### src/rtl/rv32m_pkg.sv
// ---------------------------------------------------------------------------
// rv32m_pkg
// Shared definitions for the RV32M divide group sequencer:
//   XLEN            - operand/result width (also the iteration count)
//   F3_DIV..F3_REMU - funct3 encodings of the divide group
//   state_t         - sequencer state encoding
// ---------------------------------------------------------------------------
package rv32m_pkg;

  localparam int XLEN = 32;

  localparam logic [2:0] F3_DIV  = 3'b100;
  localparam logic [2:0] F3_DIVU = 3'b101;
  localparam logic [2:0] F3_REM  = 3'b110;
  localparam logic [2:0] F3_REMU = 3'b111;

  typedef enum logic [2:0] {
    IDLE = 3'd0,
    PREP = 3'd1,
    ITER = 3'd2,
    FIX  = 3'd3,
    DONE = 3'd4
  } state_t;

endpackage

### src/rtl/divider_sequencer_if.sv
// ---------------------------------------------------------------------------
// divider_sequencer_if
// Handshake/data bundle between the EX stage and the divide sequencer.
//   start, funct3, operand_a, operand_b, flush : EX -> divider
//   busy, stall, result_valid, result           : divider -> EX
// master modport : EX stage side
// slave modport  : divider side
// ---------------------------------------------------------------------------
interface divider_sequencer_if #(
  parameter int XLEN = rv32m_pkg::XLEN
);

  logic            start;
  logic [2:0]      funct3;
  logic [XLEN-1:0] operand_a;
  logic [XLEN-1:0] operand_b;
  logic            flush;
  logic            busy;
  logic            stall;
  logic            result_valid;
  logic [XLEN-1:0] result;

  modport master (
    output start, funct3, operand_a, operand_b, flush,
    input  busy, stall, result_valid, result
  );

  modport slave (
    input  start, funct3, operand_a, operand_b, flush,
    output busy, stall, result_valid, result
  );

endinterface

### src/rtl/divider_sequencer_div_step.sv
// ---------------------------------------------------------------------------
// div_step
// One combinational radix-2 restoring divide iteration on unsigned magnitudes.
//   rem      : partial remainder (always < divisor on entry)
//   quo      : dividend bits still to be consumed, quotient bits shifted in
//   divisor  : divisor magnitude
//   rem_next : partial remainder after this step
//   quo_next : quotient/dividend register after this step
// ---------------------------------------------------------------------------
module div_step #(
  parameter int XLEN = rv32m_pkg::XLEN
) (
  input  logic [XLEN-1:0] rem,
  input  logic [XLEN-1:0] quo,
  input  logic [XLEN-1:0] divisor,
  output logic [XLEN-1:0] rem_next,
  output logic [XLEN-1:0] quo_next
);

  logic [XLEN:0] rem_sh;
  logic [XLEN:0] trial;

  always_comb begin
    // One extra bit holds the shifted remainder; since rem < divisor the
    // shifted value is < 2*divisor, so the top bit of trial is a clean borrow.
    rem_sh = {rem, quo[XLEN-1]};
    trial  = rem_sh - {1'b0, divisor};
    if (!trial[XLEN]) begin
      rem_next = trial[XLEN-1:0];
      quo_next = {quo[XLEN-2:0], 1'b1};
    end else begin
      rem_next = rem_sh[XLEN-1:0];
      quo_next = {quo[XLEN-2:0], 1'b0};
    end
  end

endmodule

### src/rtl/divider_sequencer.sv
// ---------------------------------------------------------------------------
// divider_sequencer
// Multi-cycle DIV/DIVU/REM/REMU unit beside the EX-stage ALU. Radix-2
// restoring divide over XLEN iterations; divide-by-zero and signed overflow
// resolve in one cycle. Drives a pipeline stall until the result is ready.
//   clk     : pipeline clock, rising edge
//   reset_n : asynchronous active-low reset
//   bus     : slave side of divider_sequencer_if
//             (start/funct3/operands/flush in; busy/stall/result_valid/result out)
// Timing: accept in cycle 0, PREP 1, ITER 2..XLEN+1, FIX XLEN+2, DONE XLEN+3.
// ---------------------------------------------------------------------------
module divider_sequencer
  import rv32m_pkg::*;
#(
  parameter int XLEN = rv32m_pkg::XLEN
) (
  input  logic                 clk,
  input  logic                 reset_n,
  divider_sequencer_if.slave   bus
);

  localparam int              CNT_W   = $clog2(XLEN);
  localparam logic [XLEN-1:0] INT_MIN = {1'b1, {(XLEN-1){1'b0}}};

  state_t          state;
  logic [CNT_W-1:0] count;
  logic [XLEN-1:0] op_a;
  logic [XLEN-1:0] op_b;
  logic [1:0]      op_f3;
  logic [XLEN-1:0] rem_q;
  logic [XLEN-1:0] quo_q;
  logic [XLEN-1:0] dvsr_q;
  logic            q_neg;
  logic            r_neg;
  logic            busy_q;
  logic            rv_q;
  logic [XLEN-1:0] result_q;

  logic            req;
  logic            req_signed;
  logic            special;
  logic [XLEN-1:0] special_res;
  logic            op_signed;
  logic [XLEN-1:0] rem_nx;
  logic [XLEN-1:0] quo_nx;

  // Two's-complement negate when en is set.
  function automatic logic [XLEN-1:0] cond_neg(input logic [XLEN-1:0] v,
                                               input logic            en);
    return en ? (~v + 1'b1) : v;
  endfunction

  // Magnitude of a value interpreted as signed when is_sgn is set.
  // INT_MIN maps to itself, which is its correct unsigned magnitude.
  function automatic logic [XLEN-1:0] mag(input logic [XLEN-1:0] v,
                                          input logic            is_sgn);
    logic signed [XLEN-1:0] s;
    s = v;
    return cond_neg(v, is_sgn && (s < 0));
  endfunction

  always_comb begin
    req        = bus.start & bus.funct3[2] & ~bus.flush &
                 ((state == IDLE) | (state == DONE));
    req_signed = ~bus.funct3[0];
    special    = 1'b0;
    special_res = '0;
    if (bus.operand_b == '0) begin
      special     = 1'b1;
      special_res = bus.funct3[1] ? bus.operand_a : '1;
    end else if (req_signed && bus.operand_a == INT_MIN && bus.operand_b == '1) begin
      special     = 1'b1;
      special_res = bus.funct3[1] ? '0 : INT_MIN;
    end
  end

  assign op_signed = ~op_f3[0];

  div_step #(.XLEN(XLEN)) u_div_step (
    .rem      (rem_q),
    .quo      (quo_q),
    .divisor  (dvsr_q),
    .rem_next (rem_nx),
    .quo_next (quo_nx)
  );

  always_ff @(posedge clk or negedge reset_n) begin
    if (!reset_n) begin
      state    <= IDLE;
      count    <= '0;
      op_a     <= '0;
      op_b     <= '0;
      op_f3    <= '0;
      rem_q    <= '0;
      quo_q    <= '0;
      dvsr_q   <= '0;
      q_neg    <= 1'b0;
      r_neg    <= 1'b0;
      busy_q   <= 1'b0;
      rv_q     <= 1'b0;
      result_q <= '0;
    end else if (bus.flush) begin
      // Kill whatever is in flight; result keeps its last value.
      state  <= IDLE;
      busy_q <= 1'b0;
      rv_q   <= 1'b0;
    end else begin
      case (state)
        IDLE, DONE: begin
          rv_q  <= 1'b0;
          state <= IDLE;
          if (req) begin
            op_a  <= bus.operand_a;
            op_b  <= bus.operand_b;
            op_f3 <= bus.funct3[1:0];
            if (special) begin
              result_q <= special_res;
              rv_q     <= 1'b1;
              state    <= DONE;
            end else begin
              busy_q <= 1'b1;
              state  <= PREP;
            end
          end
        end
        PREP: begin
          rem_q  <= '0;
          quo_q  <= mag(op_a, op_signed);
          dvsr_q <= mag(op_b, op_signed);
          q_neg  <= op_signed & (op_a[XLEN-1] ^ op_b[XLEN-1]);
          r_neg  <= op_signed & op_a[XLEN-1];
          count  <= '0;
          state  <= ITER;
        end
        ITER: begin
          rem_q <= rem_nx;
          quo_q <= quo_nx;
          if (count == CNT_W'(XLEN-1)) state <= FIX;
          else                         count <= count + 1'b1;
        end
        FIX: begin
          result_q <= op_f3[1] ? cond_neg(rem_q, r_neg) : cond_neg(quo_q, q_neg);
          busy_q   <= 1'b0;
          rv_q     <= 1'b1;
          state    <= DONE;
        end
        default: begin
          busy_q <= 1'b0;
          state  <= IDLE;
        end
      endcase
    end
  end

  assign bus.busy         = busy_q;
  assign bus.stall        = busy_q | req;
  assign bus.result_valid = rv_q;
  assign bus.result       = result_q;

endmodule
### src/flat_wrapper.sv
// flat-port wrapper written by rule: the top's interface ports become plain ports
module divider_sequencer_flat import rv32m_pkg::*;
#(
  parameter int XLEN = rv32m_pkg::XLEN
)
  (clk, reset_n, bus_start, bus_funct3, bus_operand_a, bus_operand_b, bus_flush, bus_busy, bus_stall, bus_result_valid, bus_result);
  divider_sequencer_if #(.XLEN(XLEN)) bus_i ();
  input  logic clk;
  input  logic reset_n;
  input wire logic [$bits(bus_i.start)-1:0] bus_start;
  input wire logic [$bits(bus_i.funct3)-1:0] bus_funct3;
  input wire logic [$bits(bus_i.operand_a)-1:0] bus_operand_a;
  input wire logic [$bits(bus_i.operand_b)-1:0] bus_operand_b;
  input wire logic [$bits(bus_i.flush)-1:0] bus_flush;
  output wire logic [$bits(bus_i.busy)-1:0] bus_busy;
  output wire logic [$bits(bus_i.stall)-1:0] bus_stall;
  output wire logic [$bits(bus_i.result_valid)-1:0] bus_result_valid;
  output wire logic [$bits(bus_i.result)-1:0] bus_result;
  assign bus_i.start = bus_start;
  assign bus_i.funct3 = bus_funct3;
  assign bus_i.operand_a = bus_operand_a;
  assign bus_i.operand_b = bus_operand_b;
  assign bus_i.flush = bus_flush;
  assign bus_busy = bus_i.busy;
  assign bus_stall = bus_i.stall;
  assign bus_result_valid = bus_i.result_valid;
  assign bus_result = bus_i.result;
  divider_sequencer #(.XLEN(XLEN)) u_core (.clk(clk), .reset_n(reset_n), .bus(bus_i));
endmodule
### config.mk
export PLATFORM = sky130hd
export DESIGN_NAME = divider_sequencer_flat
export DESIGN_NICKNAME = d
export VERILOG_FILES = /design/src/rtl/rv32m_pkg.sv /design/src/rtl/divider_sequencer_if.sv /design/src/rtl/divider_sequencer_div_step.sv /design/src/rtl/divider_sequencer.sv /design/src/flat_wrapper.sv
export SDC_FILE = /design/constraint.sdc
export NUM_CORES = 1
export LEC_CHECK = 0
export BUFFER_PORTS_ARGS = -buffer_cell sky130_fd_sc_hd__buf_2
export CAP_MARGIN = 10
export CORE_MARGIN = 3
export CORE_UTILIZATION = 40
export CTS_CLUSTER_DIAMETER = 150
export DETAILED_ROUTE_END_ITERATION = 8
export PLACE_DENSITY = 0.59
export SLEW_MARGIN = 40
export SYNTH_ARGS = -nofsm -noshare
export SYNTH_HDL_FRONTEND = slang
export SYNTH_SLANG_ARGS = --single-unit
export TNS_END_PERCENT = 1
### constraint.sdc
create_clock -name clk -period 6.8 [get_ports clk]
set_clock_uncertainty 0.15 [all_clocks]
set_input_delay 0.68 -clock clk [delete_from_list [all_inputs] [get_ports clk]]
set_output_delay 0.68 -clock clk [all_outputs]
set_load 0.03 [all_outputs]
# Word level (Yosys, flattened, before mapping)
# Index checks and enable logic that the tools add are counted.
# classes
eq_ne,14
add_sub_neg,6
muxes,33
n_reduce_logical,17
n_lt_le_gt_ge,2
n_bitwise,15
# op_table
operator,count
$mux W32,12
$pmux W32 S2,3
$add A32 B1 Y32 const B,4
$not A32 Y32,4
$eq A32 B32 Y1 const B,2
$lt A32 B1 Y1 const B,2
$sub A33 B32 Y33,1
$logic_not A32 Y1,1
$mux W3,4
$pmux W3 S4,1
$pmux W5 S2,1
$mux W1,9
$reduce_and A3 Y1,3
$eq A3 B2 Y1 const B,2
$ne A2 B1 Y1 const B,3
$ne A3 B2 Y1 const B,2
$add A5 B1 Y5 const B,1
$and A1 B1 Y1,5
$eq A5 B5 Y1 const B,1
$mux W5,1
$logic_and A1 B1 Y1,4
$pmux W1 S2,2
$reduce_and A2 Y1,2
$reduce_and A4 Y1,1
11 further kinds,16
# totals
inputBits,71
output_inout_bits,35
reg_bits,206
wordCells,100

# Longest topological paths before layout
# depth
depth_word,9
mapped_depth,14
mapped_depth_nobuf,12

# By module
# Synthesis repeated with hierarchy kept, for this count alone.
# hier_totals
cells_unflattened,1593
area_unflattened_um2,14391.3
# by_module_without_submodules
module,cells_each,area_per_inst_um2,seq_area_each_um2,instances
divider_sequencer,1256,11792.6,5154.9,1
div_step,337,2598.7,0.0,1

# Worst setup path before layout
# Ideal clock, no wire load.
# synth_timing
path_kind,register -> register
startpoint,register u_core.quo_q[31]
endpoint,register u_core.rem_q[29]
synth_period_minus_slack_ps,3340
setup_ps,134
path_buffers,2
t_required_ps,6516
path_stages_with_launch,15
slack_ps,3460
arrival_time_ps,3056
path_cell_list,dfrtp_1 inv_1 ha_1 fa_1 nor2b_1 o31a_1 o22ai_2 o2111ai_1 a41oi_2 o21a_1 o311a_1 buf_2 buf_2 a32oi_1 o21ai_0
# synth_via
elab_chain_cells,3
# synth_lines
item,line_no,source
start: declaration,divider_sequencer.sv:31,logic [XLEN-1:0] quo_q;
start signal: assignment,divider_sequencer.sv:128,"quo_q <= mag(op_a, op_signed);"
start signal: assignment,divider_sequencer.sv:137,quo_q <= quo_nx;
$sub A33 B32 Y33,divider_sequencer_div_step.sv:27,"trial = rem_sh - {1'b0, divisor};"
$mux W32,divider_sequencer_div_step.sv:28,if (!trial[XLEN]) begin
$pmux W32 S2,divider_sequencer.sv:108,case (state)
end signal: assignment,divider_sequencer.sv:136,rem_q <= rem_nx;
end: declaration,divider_sequencer.sv:30,logic [XLEN-1:0] rem_q;
# No other way between the ends.
# A chain may end at the register's enable or synchronous reset.

# Final worst setup path
# layout_timing
startpoint,register u_core.rem_q[0]
endpoint,register u_core.rem_q[25]
# layout_via
elab_chain_cells,3
# layout_lines
item,line_no
$sub A33 B32 Y33,divider_sequencer_div_step.sv:27
$mux W32,divider_sequencer_div_step.sv:28
$pmux W32 S2,divider_sequencer.sv:108
# No other way between the ends.

==> results.cfg <==
[status]
status = complete, no violations

[global_routing]
grt.total_usage_pct = 22.62
grt_pass1_wl_um = 64300
vias_in_the_first_global_route = 11060
grt_max_degree = 112
globalRoute.totalOverflow = 0
grt_use_met1_pct = 34.14
global_route.usage.met3_pct = 3.907
grt_use_met2_pct = 33.05
busiest_layer_in_global_routing = met1
grt_antenna_before_repair = 0

[power_and_ir_drop]
swShare_pct = 37.32
p_int_mw = 2.976
pwr-share-comb_pct = 33.3
peakVddDrop_uv = 191.6
total_power_mw = 4.748
cellPowerDensity_nw_per_um2 = 313.3
sequentialPowerShare_pct = 38.4
clock_power_share_pct = 28.3
total_switching_power_mw = 1.772
power_leakage_nw = 6.816

[yosys]
post_synthesis_mean_instance_area_um2 = 8.702
yosys_warnings = 0
netlist-cell-type-count = 77
post_synthesis_cell_count = 1542
synth-edff-count = 0
asyncSetResetFlopFracSynth_pct = 100.0
yosysSeqAreaShare_pct = 38.42
synthFlopType = sky130_fd_sc_hd__dfrtp_1
ys_seq_elements = 206
syn-num-nets = 1652
synth.cell_area_um2 = 13420

[worst_hold_path]
min_path_type = in -> reg
hold_start = bus_operand_b[31]

[drt]
final_antenna_net_count = 0
drt-initial-drc-count = 775
route.final.wire_length_um = 41140
avgViaCountPerCell = 5.684
routed_wire_length_per_instance_um = 19.97
routed-via-count = 11710
detailedRoute.firstPassIterationCount = 5
number_of_remaining_drc_errors = 0

[layout]
final_layout_size_suffix_gt1_share_pct = 15.57
antennaDiodeCount = 0
count_of_placed_standard_cells_in_the_final_layout_fillers_left_out = 2060
design.final.nets = 1711
most-common-layout-cells = 206 x sky130_fd_sc_hd__dfrtp_1, 202 x sky130_fd_sc_hd__nand2_1, 178 x sky130_fd_sc_hd__o21ai_0
finalInstanceArea_um2 = 15150
area_growth_from_synthesis_to_layout_pct = 12.92
utilization_pct = 46.22
most_frequent_standard_cell_in_the_layout_excluding_fill_and_tap_cells = sky130_fd_sc_hd__dfrtp_1

[clock_tree]
clock_insertion_delay_worst_skew_ns = 0.55
clk_root_buffer_cell = sky130_fd_sc_hd__clkbuf_16
clock_path_buffers = 3
post_cts_resize_count = 0
hold_buffers = 1
worst_setup_hold_path_clk_slew_ns = 0.06
clkSinkCount = 206
cts_made_buffers = 25
postCtsSetupBuffers = 0
cts_htree_levels = 1
cts_tree = yes

[placed_design]
post_dp_cell_area_um2 = 14320
hpwlAfterDp_um = 30410
placement.io_buffers = 105
gpl.final_weighted_congestion = 0.9351
placed_cells = 2015

[flow_run]
maxCapViolations = 0

[die]
chipWidth_um = 189.2
ioPinCount = 106
die_h_um = 189.2
initial_utilization_pct = 40.93
coreArea_um2 = 32780
fp-row-count = 66
design.die.area_um2 = 35780

[timing]
max-slew-margin-rel_pct = 47.38
setup_violations = 0
maxSlewViolCount = 0
tns_ns = 0
final.min_clock_period_ns = 3.905
final_hold_violating_endpoints = 0
period_share_pct = 57.43
grt_setup_unrepaired = false
fmax_mhz = 256.1
worst-slew-pin-transition_ns = 0.7821

[setup_path]
timing_worst_setup_path_type = reg -> reg
largest_fanout_on_the_critical_path = 48
end_kind = flop
critical_path.endpoint = u_core.rem_q[25]
r2r_slack_ns = 2.89
critPathLaunchType = flop
critical_path.reg2reg.startpoint = u_core.rem_q[0]
timing.critical_path.arrival_ns = 4.21
crit_path_start = u_core.rem_q[0]
crit-reg2reg-capture = u_core.rem_q[25]
timing.critical_path.required_ns = 7.11
rr_worst_depth = 11
[worst min path at each step]
stage	end	slack (ns)	cells after the start
floorplan	u_core.bus.busy	0.23	0
global placement	u_core.count[4]	0.31	2
detailed placement	u_core.count[4]	0.32	2
CTS	u_core.op_b[31]	0.23	2
global route	u_core.op_b[31]	0.25	2
finish	u_core.op_b[31]	0.25	2
[per-stage QoR]
| stage | worst slack [ns] | hold WS [ns] |
|---|---|---|
| 6_report | 2.895 | 0.2518 |
| 5_1_grt | 2.669 | 0.2488 |
| 3_5_place_dp | 2.523 | 0.3184 |
| 2_1_floorplan | 3.460 | 0.2344 |
| 4_1_cts | 2.917 | 0.2311 |
| 3_3_place_gp | 2.565 | 0.3061 |
[critical path, stage by stage (launching register included)]
cell and delay [ns]:
sky130_fd_sc_hd__dfrtp_1 0.48, sky130_fd_sc_hd__inv_1 0.15, sky130_fd_sc_hd__fa_1 0.45, sky130_fd_sc_hd__nor2b_1 0.19, sky130_fd_sc_hd__o31a_1 0.19, sky130_fd_sc_hd__o22ai_2 0.14, sky130_fd_sc_hd__o2111ai_1 0.34, sky130_fd_sc_hd__a41oi_2 0.22
sky130_fd_sc_hd__o21a_1 0.26, sky130_fd_sc_hd__o311a_4 0.61, sky130_fd_sc_hd__or4b_1 0.57, sky130_fd_sc_hd__nand2_1 0.07
[metal layers]
layer	part of all wire, %	up-vias
met5	0	-
met4	2.9	0
met3	7.6	68
met2	42	385
met1	47	5636
li1	-	5620
[sequential cells by signal, indices dropped and copies added (netlist names)]
register and flops:
u_core.bus.busy 1, u_core.bus.result 32, u_core.dvsr_q 32, u_core.rem_q 32, u_core.count 5, u_core.q_neg 1, u_core.op_b 32, u_core.r_neg 1
u_core.op_f3 2, u_core.op_a 32, u_core.quo_q 32, u_core.state 3, u_core.bus.result_valid 1
[synth_stat cells (10+ instances only)]
cell | instances | area share [%]
sky130_fd_sc_hd__mux2_2 | 63 | 5.3
sky130_fd_sc_hd__o21ai_0 | 178 | 6.6
sky130_fd_sc_hd__nand4_1 | 17 | 0.79
sky130_fd_sc_hd__ha_1 | 38 | 3.5
sky130_fd_sc_hd__o31ai_1 | 20 | 1.1
sky130_fd_sc_hd__or3_1 | 22 | 1.0
sky130_fd_sc_hd__nor2_1 | 96 | 2.7
sky130_fd_sc_hd__clkbuf_1 | 80 | 2.2
sky130_fd_sc_hd__nand3_1 | 31 | 1.2
sky130_fd_sc_hd__dfrtp_1 | 206 | 38
sky130_fd_sc_hd__nand2b_1 | 13 | 0.61
sky130_fd_sc_hd__xor2_1 | 66 | 4.3
sky130_fd_sc_hd__nor4_1 | 23 | 1.1
sky130_fd_sc_hd__o311ai_0 | 10 | 0.65
sky130_fd_sc_hd__o211ai_1 | 24 | 1.3
sky130_fd_sc_hd__or4_1 | 12 | 0.67
sky130_fd_sc_hd__mux2i_1 | 18 | 1.3
sky130_fd_sc_hd__a21o_1 | 21 | 1.2
sky130_fd_sc_hd__nor3_1 | 21 | 0.78
sky130_fd_sc_hd__a21oi_1 | 97 | 3.6
sky130_fd_sc_hd__xnor2_1 | 79 | 5.2
sky130_fd_sc_hd__nand2_1 | 202 | 5.7
sky130_fd_sc_hd__inv_1 | 53 | 1.5
sky130_fd_sc_hd__a31oi_1 | 17 | 0.79
[logic make-up after synthesis]
kind of cell | after synthesis | synth area share (%)
AO/OA/AOI/OAI | 445 | 20.40
XOR/XNOR | 145 | 9.465
adder cells (fa/ha/maj) | 39 | 3.693
buffers and inverters | 141 | 4.047
flip-flops | 206 | 38.42
multiplexers | 81 | 6.630
AND/OR/NAND/NOR | 485 | 17.34
[cell type report]
cell class                      instances  area [um2]
Clock buffer                           39       738.2
Clock inverter                          5       81.33
Fill cell                            3248       17630
Inverter                               53       198.9
Multi-Input combinational cell       1195        7757
Sequential cell                       206        5155
Tap cell                              442       553.0
Timing Repair Buffer                  120       668.1
[power by group through the flow]
stage	logic (mW)	registers, mW	clock network (mW)
after CTS	1.58	1.82	1.38
after global routing	1.78	1.86	1.43
after detailed placement	1.57	1.84	0
final	1.58	1.82	1.35
after global placement	1.55	1.83	0
after floorplan	1.20	1.74	0
Power figures use the tool's default switching activity.
